==> src/rtl/alu_ctrl.sv <==
// Register-file controller sequencing an external combinational ALU.
// Commands are accepted in IDLE, executed in EXEC (ALU ops only) and written back in WB.
module alu_ctrl #(
  parameter int unsigned WIDTH = 16,
  parameter int unsigned NREG  = 8
) (
  input  logic             clk,
  input  logic             reset,
  input  logic             cmd_valid,
  output logic             cmd_ready,
  input  logic [3:0]       cmd_op,
  input  logic [2:0]       cmd_rd,
  input  logic [2:0]       cmd_rs1,
  input  logic [2:0]       cmd_rs2,
  input  logic [WIDTH-1:0] cmd_imm,
  output logic [WIDTH-1:0] alu_a,
  output logic [WIDTH-1:0] alu_b,
  output logic [3:0]       alu_sel,
  input  logic [WIDTH-1:0] alu_out,
  input  logic             alu_carry,
  output logic             done,
  output logic [WIDTH-1:0] result,
  output logic             carry_flag,
  output logic             zero_flag,
  output logic             busy,
  input  logic [2:0]       dbg_addr,
  output logic [WIDTH-1:0] dbg_data
);

  localparam logic [3:0] OP_ADD = 4'b0000;
  localparam logic [3:0] OP_LDI = 4'b1111;

  typedef enum logic [1:0] {IDLE, EXEC, WB} state_t;

  state_t           r_state;
  state_t           w_next;
  logic [WIDTH-1:0] r_rf [NREG];
  logic [WIDTH-1:0] r_opa;
  logic [WIDTH-1:0] r_opb;
  logic [3:0]       r_op;
  logic [2:0]       r_rd;
  logic [WIDTH-1:0] r_wb_val;
  logic             r_wb_carry;
  logic [WIDTH-1:0] r_result;
  logic             r_carry_flag;
  logic             r_zero_flag;
  logic             w_accept;
  logic [WIDTH-1:0] w_rs1_val;
  logic [WIDTH-1:0] w_rs2_val;

  // Register 0 and indices beyond the file depth read as zero.
  function automatic logic [WIDTH-1:0] rf_read(input logic [2:0] idx);
    logic [WIDTH-1:0] v;
    v = '0;
    if (idx != 3'd0 && {29'd0, idx} < NREG) v = r_rf[idx];
    return v;
  endfunction

  assign w_accept  = cmd_valid && (r_state == IDLE);
  assign w_rs1_val = rf_read(cmd_rs1);
  assign w_rs2_val = rf_read(cmd_rs2);
  assign dbg_data  = rf_read(dbg_addr);

  assign result     = r_result;
  assign carry_flag = r_carry_flag;
  assign zero_flag  = r_zero_flag;

  always_ff @(posedge clk) begin
    if (reset) begin
      r_state      <= IDLE;
      r_rf         <= '{default: '0};
      r_opa        <= '0;
      r_opb        <= '0;
      r_op         <= '0;
      r_rd         <= '0;
      r_wb_val     <= '0;
      r_wb_carry   <= 1'b0;
      r_result     <= '0;
      r_carry_flag <= 1'b0;
      r_zero_flag  <= 1'b0;
    end else begin
      r_state <= w_next;
      // r_wb_val holds the immediate for LDI and the captured ALU result otherwise.
      if (w_accept) begin
        r_opa      <= w_rs1_val;
        r_opb      <= w_rs2_val;
        r_op       <= cmd_op;
        r_rd       <= cmd_rd;
        r_wb_val   <= cmd_imm;
        r_wb_carry <= 1'b0;
      end
      if (r_state == EXEC) begin
        r_wb_val   <= alu_out;
        r_wb_carry <= (r_op == OP_ADD) && alu_carry;
      end
      if (r_state == WB) begin
        if (r_rd != 3'd0 && {29'd0, r_rd} < NREG) r_rf[r_rd] <= r_wb_val;
        r_result     <= r_wb_val;
        r_carry_flag <= r_wb_carry;
        r_zero_flag  <= (r_wb_val == '0);
      end
    end
  end

  always_comb begin
    w_next    = r_state;
    cmd_ready = 1'b0;
    busy      = 1'b1;
    done      = 1'b0;
    alu_a     = '0;
    alu_b     = '0;
    alu_sel   = '0;
    case (r_state)
      IDLE: begin
        cmd_ready = 1'b1;
        busy      = 1'b0;
        if (cmd_valid) w_next = (cmd_op == OP_LDI) ? WB : EXEC;
      end
      EXEC: begin
        alu_a   = r_opa;
        alu_b   = r_opb;
        alu_sel = r_op;
        w_next  = WB;
      end
      WB: begin
        // Suppressed under reset so an aborted writeback never pulses.
        done   = !reset;
        w_next = IDLE;
      end
      default: w_next = IDLE;
    endcase
  end

endmodule
==> config.mk <==
export PLATFORM = sky130hd
export DESIGN_NAME = alu_ctrl
export DESIGN_NICKNAME = d
export VERILOG_FILES = /design/src/rtl/alu_ctrl.sv
export SDC_FILE = /design/constraint.sdc
export NUM_CORES = 1
export LEC_CHECK = 0
export CAP_MARGIN = 20
export CORE_MARGIN = 2
export CORE_UTILIZATION = 40
export CTS_CLUSTER_DIAMETER = 120
export DETAILED_ROUTE_END_ITERATION = 8
export HOLD_SLACK_MARGIN = 0.1
export PLACE_DENSITY = 0.67
export SLEW_MARGIN = 20
export SYNTH_ARGS = -nofsm -noshare
export SYNTH_HDL_FRONTEND = slang
export SYNTH_SLANG_ARGS = --single-unit
export TNS_END_PERCENT = 10
==> constraint.sdc <==
create_clock -name clk -period 1.7 [get_ports clk]
set_input_delay 0.17 -clock clk [delete_from_list [all_inputs] [get_ports clk]]
set_output_delay 0.17 -clock clk [all_outputs]
set_load 0.05 [all_outputs]
==> flow_metrics.py <==
metrics = {
    "run_status": {
        "status": "finished with violations",
        "violations": "negative setup slack",
    },
    "worst_hold_path": {
        "worstHoldStart": "cmd_rd[2]",
        "hold_path.class": "in -> reg",
    },
    "yosys": {
        "synthCells": 1089,
        "ys_top_cells_by_area": "dfxtp_1, mux2i_1, nor2_1",
        "synth.distinct_cells": 37,
        "synth-edff-count": 0,
        "synth.top_cell.area_share": 0.3853,
        "synth_warnings": 0,
        "synth_ff_type": "dfxtp_1",
        "synth.avg_cell_area_um2": 8.969,
        "async_reset_ff_frac": 0,
        "ys_seq_area_frac": 0.3853,
        "synth_top_area_cell": "dfxtp_1",
        "synth_fp_nets": 1141,
        "ys_seq_elements": 188,
        "synth_area_mm2": 0.009767,
    },
    "floorplanning": {
        "ios": 125,
        "die_area_mm2": 0.02568,
        "placementRows": 57,
        "die_w_um": 160.3,
        "fp.coreArea_mm2": 0.02418,
        "initial_core_util": 0.4040,
        "die_y_um": 160.3,
    },
    "worst_setup_path": {
        "rrSetupSlack_ns": 0.07,
        "cp-startpoint": "r_rf[106]",
        "timing.rr.end": "r_rf[57]",
        "arrival_ns": 1.64,
        "worstSetupEndpoint": "dbg_data[10]",
        "start_kind": "flip-flop",
        "r2r_cells": 5,
        "crit_fanout": 2,
        "r2r_start": "r_state[0]",
        "worstPathRequired_ns": 1.53,
        "end_kind": "primary output",
        "setup.worst_path.class": "reg -> out",
    },
    "timing": {
        "slew_headroom": 0.5638,
        "hold_viol": 0,
        "slew_violations": 0,
        "holdWs_ns": 0.2810,
        "clock-skew-final_ns": 0.01061,
        "rsz0062_at_grt": "yes",
        "clock.fmax_ghz": 0.5534,
        "period_share": 1.063,
        "setup_violations": 18,
        "period_minus_slack_ns": 1.807,
        "tightestPinTransition_ns": 0.6514,
        "setup_ws_ns": -0.1071,
    },
    "finish": {
        "fillers": 2063,
        "nNetsFinal": 1298,
        "finalNonFillerCells": 1583,
        "fin_area_mm2": 0.01365,
        "regArea_mm2": 0.003839,
        "fin_util": 0.5647,
        "drive_above_1_share": 0.3312,
        "final_common_cell": "mux2i_1",
        "antenna_cells": 0,
        "area.growth.synth_to_final_pct": 39.78,
        "multi_input_area_mm2": 0.005773,
        "final_cell_mix": "mux2i_1, nor2_1, dfxtp_1, buf_4, nand2_1",
    },
    "global_route": {
        "grt_overflow": 0,
        "grt_pass1_vias": 8840,
        "grt_pass1_wl_um": 49950,
        "grt_max_degree": 88,
        "grt_usage": 0.2481,
        "antenna_found_initial": 0,
    },
    "clocking": {
        "cts_sinks": 188,
        "clk_latency_ns": 0.44,
        "cts_buffers": 17,
        "root_buffer": "clkbuf_16",
        "cts_tree": "yes",
        "clk_pin_slew_worst_paths_ns": 0.07,
        "clockBufferDepth": 2,
        "ctsHtreeMaxLevel": 4,
    },
    "power_and_ir_drop": {
        "peakVddDrop_uv": 506.5,
        "power.leakage_nw": 5.584,
        "powerDensity_mw_per_mm2": 773.5,
        "power_mw": 10.56,
    },
    "placement": {
        "placement.io_buffers": 124,
        "place_area_mm2": 0.01248,
        "dp_cells": 1530,
        "dp.final_hpwl_um": 21590,
        "gp_congestion": 0.8917,
    },
    "detailed_routing": {
        "dr.first_iter.drc_count": 758,
        "wl_per_cell_um": 20.26,
        "ant_nets": 0,
        "first_pass_iters": 5,
        "drc": 0,
        "routed_wl_um": 32070,
        "via_count": 8977,
        "via_per_inst": 5.671,
    },
    "run": {
        "timing.max_cap.violations": 0,
    },
}
## cell usage after synthesis (20+ instances only)
library cell and number:
nor3_1 31, nor2b_1 21, a2111oi_0 26, buf_2 20
and2_1 36, mux2_2 20, mux4_2 24, o22ai_1 26
clkbuf_1 80, nand2_1 77, dfxtp_1 188, nor2_1 168
mux2i_1 174, a21oi_1 77
## where the power goes
part | switching, mW | internal (mW) | leakage [nW]
logic | 0.947 | 0.793 | 3.74
registers | 0.123 | 4.51 | 1.55
clock network | 1.80 | 2.38 | 0.291
total | 2.87 | 7.69 | 5.58
## cells by family after synthesis
logic type,after synthesis,synth area share
buffers and inverters,133,0.06060
multiplexers,218,0.2567
AND/OR/NAND/NOR,366,0.1705
flip-flops,188,0.3853
AO/OA/AOI/OAI,184,0.1268
## worst min path at each step
| stage | end | slack (ns) | cells past startpoint |
|---|---|---|---|
| after global placement | carry_flag | 0.44 | 2 |
| after floorplan | r_op[0] | 0.31 | 2 |
| after CTS | r_rd[2] | 0.27 | 3 |
| final | r_rd[2] | 0.28 | 3 |
| after detailed placement | result[15] | 0.45 | 2 |
| after global routing | r_rd[2] | 0.28 | 3 |
## routing by layer
metal  wire, um  track usage  part of all wire
met1      13530       0.3248              0.42
met2      14900       0.3998              0.46
met3       2698      0.05455             0.084
met4        931      0.09746             0.029
met5          0            0                 0
## per-stage QoR
step | TNS (ns) | setup slack [ns]
2_1_floorplan | -1.117 | -0.1787
3_3_place_gp | -16.52 | -0.5307
3_5_place_dp | -17.43 | -0.5481
4_1_cts | -1.219 | -0.1580
5_1_grt | -3.403 | -0.1705
6_report | -0.8303 | -0.1071
## state kept, by name, indices dropped and copies added (netlist names), 2 cells and up
name / cells
r_opb: 16
r_op: 4
r_rf: 112
r_opa: 16
r_state: 2
r_rd: 3
r_wb_val: 16
result: 16
## worst max-delay path, cell delays in order (launching register included)
cell	delay, ns
dfxtp_4	0.35
mux2_4	0.28
a221oi_4	0.23
buf_4	0.16
a21oi_4	0.03
buf_12	0.15
## layout make-up
class | count | share of cell area
clock inverter | 11 | 0.01146
tap | 324 | 0.02969
clock buffer | 21 | 0.03299
timing repair buffer | 251 | 0.2163
inverter | 20 | 0.005499
sequential | 188 | 0.2812
multi-input combinational | 768 | 0.4229
## repair_timing
item,CTS,global route
resized for setup,95,63
hold buffers,1,0
gates cloned,2,0
pin swaps,5,29
setup endpoints to repair,78,62
endpoints found under the hold margin,6,0
setup buffers,17,1
No activity file was read; power rests on OpenSTA's default activity.
